[config.mk]
export PLATFORM = sky130hd
export DESIGN_NAME = bus_arbiter_flat
export DESIGN_NICKNAME = d
export VERILOG_FILES = /design/src/rtl/bus_pkg.sv /design/src/rtl/bus_arbiter_if.sv /design/src/rtl/bus_arbiter_rr_picker.sv /design/src/rtl/bus_arbiter.sv /design/src/flat_wrapper.sv
export SDC_FILE = /design/constraint.sdc
export NUM_CORES = 1
export LEC_CHECK = 0
export BUFFER_PORTS_ARGS = -buffer_cell sky130_fd_sc_hd__buf_2
export CAP_MARGIN = 30
export CORE_ASPECT_RATIO = 1.2
export CORE_MARGIN = 2
export CORE_UTILIZATION = 35
export DETAILED_ROUTE_END_ITERATION = 16
export GPL_TIMING_DRIVEN = 0
export PLACE_DENSITY_LB_ADDON = 0.3
export SLEW_MARGIN = 20
export SYNTH_ARGS = -nofsm -noshare
export SYNTH_HDL_FRONTEND = slang
export SYNTH_SLANG_ARGS = --single-unit
[constraint.sdc]
create_clock -name clk -period 4.15 [get_ports clk]
set_clock_uncertainty 0.1 [all_clocks]
set_input_delay 0.415 -clock clk [delete_from_list [all_inputs] [get_ports clk]]
set_output_delay 0.415 -clock clk [all_outputs]
set_load 0.01 [all_outputs]
[src/rtl/bus_pkg.sv]
// Shared types and constants for the memory-port bus arbiter.
// Optional bus locking is controlled by BUS_ARBITER_LOCK_EN (see bus_arbiter.sv).
package bus_pkg;

  typedef enum logic [1:0] {
    ARB_IDLE = 2'd0,
    ARB_XFER = 2'd1,
    ARB_DONE = 2'd2
  } arb_state_e;

  localparam int unsigned BUS_TIMEOUT_DEFAULT = 15;
  // Wide enough for the largest supported TIMEOUT of 255.
  localparam int unsigned BUS_TCNT_W = 8;

endpackage

[src/rtl/bus_arbiter_if.sv]
// Master-side request bus plus memory port of the arbiter.
// The lock vector exists only when BUS_ARBITER_LOCK_EN is defined.
interface bus_arbiter_if #(
  parameter int unsigned NUM_REQ = 2,
  parameter int unsigned ADDR_W  = 16,
  parameter int unsigned DATA_W  = 32
);

  logic [NUM_REQ-1:0]        req;
  logic [NUM_REQ-1:0]        rd;
  logic [NUM_REQ-1:0]        wr;
  logic [NUM_REQ*ADDR_W-1:0] addr;
  logic [NUM_REQ*DATA_W-1:0] wdata;
  logic [NUM_REQ-1:0]        gnt;
  logic [NUM_REQ-1:0]        done;
  logic [NUM_REQ-1:0]        err;
  logic [DATA_W-1:0]         rdata;
  logic                      mem_rd;
  logic                      mem_wr;
  logic [ADDR_W-1:0]         mem_addr;
  logic [DATA_W-1:0]         mem_wdata;
  logic [DATA_W-1:0]         mem_rdata;
  logic                      mem_ack;
`ifdef BUS_ARBITER_LOCK_EN
  logic [NUM_REQ-1:0]        lock;
`endif

  // Arbiter view.
  modport slave (
    input  req, rd, wr, addr, wdata, mem_rdata, mem_ack,
`ifdef BUS_ARBITER_LOCK_EN
    input  lock,
`endif
    output gnt, done, err, rdata, mem_rd, mem_wr, mem_addr, mem_wdata
  );

  // Requesting masters and memory view.
  modport master (
    output req, rd, wr, addr, wdata, mem_rdata, mem_ack,
`ifdef BUS_ARBITER_LOCK_EN
    output lock,
`endif
    input  gnt, done, err, rdata, mem_rd, mem_wr, mem_addr, mem_wdata
  );

endinterface

[src/rtl/bus_arbiter_rr_picker.sv]
// Combinational round-robin search: first requester at or above ptr, wrapping.
module rr_picker #(
  parameter  int unsigned NUM_REQ = 2,
  localparam int unsigned IDX_W   = (NUM_REQ > 1) ? $clog2(NUM_REQ) : 1
) (
  input  logic [NUM_REQ-1:0] req,
  input  logic [IDX_W-1:0]   ptr,
  output logic [NUM_REQ-1:0] win,
  output logic               any
);

  always_comb begin
    win = '0;
    any = 1'b0;
    for (int unsigned k = 0; k < NUM_REQ; k++) begin
      if (!any && req[IDX_W'((32'(ptr) + k) % NUM_REQ)]) begin
        win[IDX_W'((32'(ptr) + k) % NUM_REQ)] = 1'b1;
        any = 1'b1;
      end
    end
  end

endmodule

[src/rtl/bus_arbiter.sv]
// Round-robin arbiter sharing one memory port between NUM_REQ masters, with ack timeout.
// Define BUS_ARBITER_LOCK_EN to let a locked owner chain transfers without re-arbitration.
module bus_arbiter
  import bus_pkg::*;
#(
  parameter int unsigned NUM_REQ = 2,
  parameter int unsigned ADDR_W  = 16,
  parameter int unsigned DATA_W  = 32,
  parameter int unsigned TIMEOUT = BUS_TIMEOUT_DEFAULT
) (
  input logic          clk,
  input logic          rst,
  bus_arbiter_if.slave bus
);

  localparam int unsigned IDX_W  = (NUM_REQ > 1) ? $clog2(NUM_REQ) : 1;
  localparam int unsigned TCNT_W = BUS_TCNT_W;

  arb_state_e         state;
  logic [IDX_W-1:0]   owner;
  logic [IDX_W-1:0]   ptr;
  logic [TCNT_W-1:0]  tcnt;

  logic [NUM_REQ-1:0] pick_win;
  logic               pick_any;
  logic [IDX_W-1:0]   pick_idx;

  logic               own_rd;
  logic               own_wr;
  logic [ADDR_W-1:0]  own_addr;
  logic [DATA_W-1:0]  own_wdata;
  logic               legal;
`ifdef BUS_ARBITER_LOCK_EN
  logic               own_req;
  logic               own_lock;
`endif

  rr_picker #(.NUM_REQ(NUM_REQ)) u_picker (
    .req (bus.req),
    .ptr (ptr),
    .win (pick_win),
    .any (pick_any)
  );

  // One-hot winner to index.
  always_comb begin
    pick_idx = '0;
    for (int unsigned i = 0; i < NUM_REQ; i++) begin
      if (pick_win[i]) pick_idx = IDX_W'(i);
    end
  end

  // Current owner's request fields.
  always_comb begin
    own_rd    = 1'b0;
    own_wr    = 1'b0;
    own_addr  = '0;
    own_wdata = '0;
`ifdef BUS_ARBITER_LOCK_EN
    own_req   = 1'b0;
    own_lock  = 1'b0;
`endif
    for (int unsigned i = 0; i < NUM_REQ; i++) begin
      if (owner == IDX_W'(i)) begin
        own_rd    = bus.rd[i];
        own_wr    = bus.wr[i];
        own_addr  = bus.addr[i*ADDR_W +: ADDR_W];
        own_wdata = bus.wdata[i*DATA_W +: DATA_W];
`ifdef BUS_ARBITER_LOCK_EN
        own_req   = bus.req[i];
        own_lock  = bus.lock[i];
`endif
      end
    end
  end

  assign legal = own_rd ^ own_wr;

  // Memory port follows the owner only while transferring; illegal strobe pairs are masked.
  always_comb begin
    bus.mem_rd    = 1'b0;
    bus.mem_wr    = 1'b0;
    bus.mem_addr  = '0;
    bus.mem_wdata = '0;
    if (state == ARB_XFER) begin
      bus.mem_rd    = own_rd & ~own_wr;
      bus.mem_wr    = own_wr & ~own_rd;
      bus.mem_addr  = own_addr;
      bus.mem_wdata = own_wdata;
    end
  end

  // Arbitration FSM with registered grant/completion outputs.
  always_ff @(posedge clk or posedge rst) begin
    if (rst) begin
      state     <= ARB_IDLE;
      owner     <= '0;
      ptr       <= '0;
      tcnt      <= '0;
      bus.gnt   <= '0;
      bus.done  <= '0;
      bus.err   <= '0;
      bus.rdata <= '0;
    end else begin
      bus.done <= '0;
      bus.err  <= '0;
      case (state)
        ARB_IDLE: begin
          tcnt <= '0;
          if (pick_any) begin
            state   <= ARB_XFER;
            owner   <= pick_idx;
            bus.gnt <= pick_win;
            ptr     <= (pick_idx == IDX_W'(NUM_REQ - 1)) ? '0 : pick_idx + IDX_W'(1);
          end
        end
        ARB_XFER: begin
          tcnt <= tcnt + TCNT_W'(1);
          if (!legal) begin
            state    <= ARB_DONE;
            bus.done <= bus.gnt;
            bus.err  <= bus.gnt;
          end else if (bus.mem_ack) begin
            // Ack beats a coincident timeout.
            state    <= ARB_DONE;
            bus.done <= bus.gnt;
            if (own_rd) bus.rdata <= bus.mem_rdata;
          end else if (tcnt == TCNT_W'(TIMEOUT - 1)) begin
            state    <= ARB_DONE;
            bus.done <= bus.gnt;
            bus.err  <= bus.gnt;
          end
        end
        ARB_DONE: begin
          tcnt <= '0;
`ifdef BUS_ARBITER_LOCK_EN
          if (own_lock && own_req) begin
            state <= ARB_XFER;
          end else begin
            state   <= ARB_IDLE;
            bus.gnt <= '0;
          end
`else
          state   <= ARB_IDLE;
          bus.gnt <= '0;
`endif
        end
        default: begin
          state   <= ARB_IDLE;
          bus.gnt <= '0;
        end
      endcase
    end
  end

endmodule

[src/flat_wrapper.sv]
// flat-port wrapper written by rule: the top's interface ports become plain ports
module bus_arbiter_flat import bus_pkg::*;
#(
  parameter int unsigned NUM_REQ = 2,
  parameter int unsigned ADDR_W  = 16,
  parameter int unsigned DATA_W  = 32,
  parameter int unsigned TIMEOUT = BUS_TIMEOUT_DEFAULT
)
  (clk, rst, bus_req, bus_rd, bus_wr, bus_addr, bus_wdata, bus_mem_rdata, bus_mem_ack, bus_gnt, bus_done, bus_err, bus_rdata, bus_mem_rd, bus_mem_wr, bus_mem_addr, bus_mem_wdata);
  bus_arbiter_if #(.NUM_REQ(NUM_REQ), .ADDR_W(ADDR_W), .DATA_W(DATA_W)) bus_i ();
  input logic clk;
  input logic rst;
  input wire logic [$bits(bus_i.req)-1:0] bus_req;
  input wire logic [$bits(bus_i.rd)-1:0] bus_rd;
  input wire logic [$bits(bus_i.wr)-1:0] bus_wr;
  input wire logic [$bits(bus_i.addr)-1:0] bus_addr;
  input wire logic [$bits(bus_i.wdata)-1:0] bus_wdata;
  input wire logic [$bits(bus_i.mem_rdata)-1:0] bus_mem_rdata;
  input wire logic [$bits(bus_i.mem_ack)-1:0] bus_mem_ack;
  output wire logic [$bits(bus_i.gnt)-1:0] bus_gnt;
  output wire logic [$bits(bus_i.done)-1:0] bus_done;
  output wire logic [$bits(bus_i.err)-1:0] bus_err;
  output wire logic [$bits(bus_i.rdata)-1:0] bus_rdata;
  output wire logic [$bits(bus_i.mem_rd)-1:0] bus_mem_rd;
  output wire logic [$bits(bus_i.mem_wr)-1:0] bus_mem_wr;
  output wire logic [$bits(bus_i.mem_addr)-1:0] bus_mem_addr;
  output wire logic [$bits(bus_i.mem_wdata)-1:0] bus_mem_wdata;
  assign bus_i.req = bus_req;
  assign bus_i.rd = bus_rd;
  assign bus_i.wr = bus_wr;
  assign bus_i.addr = bus_addr;
  assign bus_i.wdata = bus_wdata;
  assign bus_i.mem_rdata = bus_mem_rdata;
  assign bus_i.mem_ack = bus_mem_ack;
  assign bus_gnt = bus_i.gnt;
  assign bus_done = bus_i.done;
  assign bus_err = bus_i.err;
  assign bus_rdata = bus_i.rdata;
  assign bus_mem_rd = bus_i.mem_rd;
  assign bus_mem_wr = bus_i.mem_wr;
  assign bus_mem_addr = bus_i.mem_addr;
  assign bus_mem_wdata = bus_i.mem_wdata;
  bus_arbiter #(.NUM_REQ(NUM_REQ), .ADDR_W(ADDR_W), .DATA_W(DATA_W), .TIMEOUT(TIMEOUT)) u_core (.clk(clk), .rst(rst), .bus(bus_i));
endmodule
==> metrics <==
Worst Slack Setup Final=1310 ps; CTS root buffer=clkbuf_8; Sink Count=50; crit path time final=2840 ps; PortBufs=224; Pins Over Slew Limit=0; Die Ht=103 um; Cell Pwr Density=617 nW/um^2; Final ANT Viol Nets=0; Req. time, crit path=3630 ps; Net Count, Synth=408; routed len/inst=14.1 um; drt total wl=8420 um; routability congestion estimate=0.779; Clk pin slew, worst setup/hold paths=100 ps; H-tree depth=2; post-synth top area share=43.8%; area leader, netlist=dfrtp_1; Overflow after GRT=0; die width=86.4 um; core area=8020 um^2; CP Launch Type=register; largest net degree at the start of global routing=34; Initial Util=35.6%; first-pass GRT wire length=12000 um; peak supply drop=0.000278 V; Via density=4.69; setup TNS=0 ps; Final Hold Fails=0; register area share after synthesis=43.8%; post-synth cell types=33; DR vias=2792; slew margin rel.=65.8%; Post-Syn Area=2850 um^2; std cell rows=36; die footprint=8900 um^2; leading post-synthesis cells by cell area=dfrtp_1 (44%), mux2i_1 (18%), mux2_2 (12%); initial antenna violation count=1; detailed-route DRC error count=0; Slew @ Worst Pin=510 ps; clock latency on the worst-skew pair=300 ps; DR iter-0 viols=120; Syn-to-layout area delta=48.4%; Synth Instances=266; Fmax=352 MHz; Yosys reg bits=50; nets@finish=641; Worst Setup End Kind=output port; synth warn=0; status=complete, no violations; drt pass-1 iters=4; Main synth FF type=dfrtp_1; worst path arrival time=2330 ps; CP Max Fanout=10; pre-CTS WS=1480 ps; Max Cap Viol=0; RSZ-0062 raised after global routing=no; leakage=2.43 nW; hold crit path type=primary input to register; fin crit share=68.5%; CP startpoint=u_core.owner; TritonCTS clock tree=built; reg-to-reg critical path startpoint=u_core.owner; Longest Clk Path Bufs=2; Post-synth EDFFs=0; GRT Overall Usage=17.0%; I/O pin cnt=225; ys async rst share=100%; hold path start=bus_mem_rdata[12]; Mean Syn Cell Area=10.7 um^2; post-cts sizing count=0; # setup viols final=0; worst setup path class=register to output port; post-detail-place hpwl=6980 um; Num CTS Buffers=5; vias in the first global route=2530; layout cell share with drive strength beyond 1=56.3%
[where the power goes]
part	switching, mW	internal [mW]	total (mW)
Clock	0.161	0.178	0.339
Sequential	0.105	0.686	0.791
Combinational	0.786	0.698	1.48
Total	1.05	1.56	2.61
[cell usage in the layout, fill, tap and decap left out, types with 2 or more instances in the layout]
| cell | synthesis | final |
|---|---|---|
| ha_1 | 5 | 5 |
| o21ai_0 | 7 | 7 |
| dfrtp_1 | 50 | 50 |
| buf_2 | 7 | 231 |
| mux2_2 | 31 | 31 |
| nand2_1 | 6 | 6 |
| and2b_2 | 2 | 2 |
| and2_2 | 2 | 2 |
| mux2i_1 | 50 | 50 |
| nor2_1 | 54 | 54 |
| nand2b_1 | 3 | 3 |
| inv_1 | 6 | 5 |
| xnor2_1 | 3 | 3 |
| and2_1 | 4 | 4 |
| nand4b_1 | 2 | 2 |
| clkbuf_8 | 3 | 8 |
| a21boi_0 | 4 | 4 |
| a31oi_1 | 3 | 3 |
| clkbuf_1 | 5 | 5 |
| a21oi_1 | 4 | 4 |
| or3_1 | 3 | 3 |
[worst max-delay path: stages, from the launching register on]
cell	delay [ps]
dfrtp_1	330
clkbuf_1	280
buf_2	420
mux2i_1	420
inv_1	90
ha_1	180
and2_2	180
buf_2	140
[flip-flops by register name, indices dropped and copies added, names as in the netlist]
name and flops:
u_core.state 2, u_core.owner 1, u_core.bus.err 2, u_core.ptr 1
u_core.tcnt 8, u_core.bus.rdata 32, u_core.bus.done 2, u_core.bus.gnt 2
[layer usage]
metal | routed length (um) | vias up | GRT usage (%) | share of wire [%]
li1 | - | 1375 | - | -
met2 | 4270 | 109 | 30.2 | 51
met3 | 631 | 7 | 3.60 | 7.5
met1 | 3430 | 1301 | 21.2 | 41
met5 | 0 | - | 0 | 0
met4 | 86 | 0 | 3.85 | 1.0
[path summary, 6_finish.rpt]
kind                                        endpoint  slack (ps)  cells past startpoint
worst min register to register  u_core.bus.rdata[17]         410                      1
max in group asynchronous             u_core.tcnt[5]        2910                      4
worst min-delay path            u_core.bus.rdata[12]         240                      2
worst max register to register    u_core.bus.done[0]        1460                      7
min in group asynchronous        u_core.bus.rdata[8]         530                      3
worst max-delay path                      bus_mem_wr        1310                      7
[synth_stat cells (all sizes together) (2+ instances only)]
cell and count:
nor2 54, dfrtp 50, mux2i 50, mux2 32, buf 8, clkbuf 8
o21ai 7, and2 6, inv 6, nand2 6, ha 5, a21boi 4
a21oi 4, a31oi 3, nand2b 3, or3 3, xnor2 3, and2b 2
nand3 2, nand4b 2
[metrics by stage]
step / utilization [%] / hold slack, ps / instance area, um^2 / power, mW / cells
after floorplan: - / 367 / 2850 / 1.73 / 266
after CTS: 52.8 / 233 / 4230 / 2.64 / 594
after global routing: 52.8 / 233 / 4230 / 2.80 / 594
after detailed placement: 51.3 / 330 / 4110 / 2.30 / 586
final: 52.8 / 238 / 4230 / 2.61 / 595
after global placement: 51.1 / 383 / 4090 / 2.27 / 585
[logic make-up after synthesis]
kind of cell / after synthesis / synth area share (%)
adder cells (fa/ha/maj): 5 / 2.19
AND/OR/NAND/NOR: 83 / 14.0
flip-flops: 50 / 43.8
XOR/XNOR: 3 / 0.921
multiplexers: 82 / 30.3
AO/OA/AOI/OAI: 21 / 4.52
buffers and inverters: 22 / 4.25
[repair_timing]
action                                 4_1_cts  5_1_grt
endpoints found under the hold margin       17        0
setup buffers                                0        0
hold buffers                                 1        0
[area by class of cell]
class | count | area [um^2]
Antenna cell | 1 | 2.50
Buffer | 16 | 98.8
Multi-Input combinational cell | 194 | 1480
Fill cell | 743 | 3780
Inverter | 6 | 22.5
Sequential cell | 50 | 1250
Clock inverter | 2 | 38.8
Timing Repair Buffer | 226 | 1150
Clock buffer | 5 | 68.8
Tap cell | 95 | 119
Power figures use the tool's default switching activity.
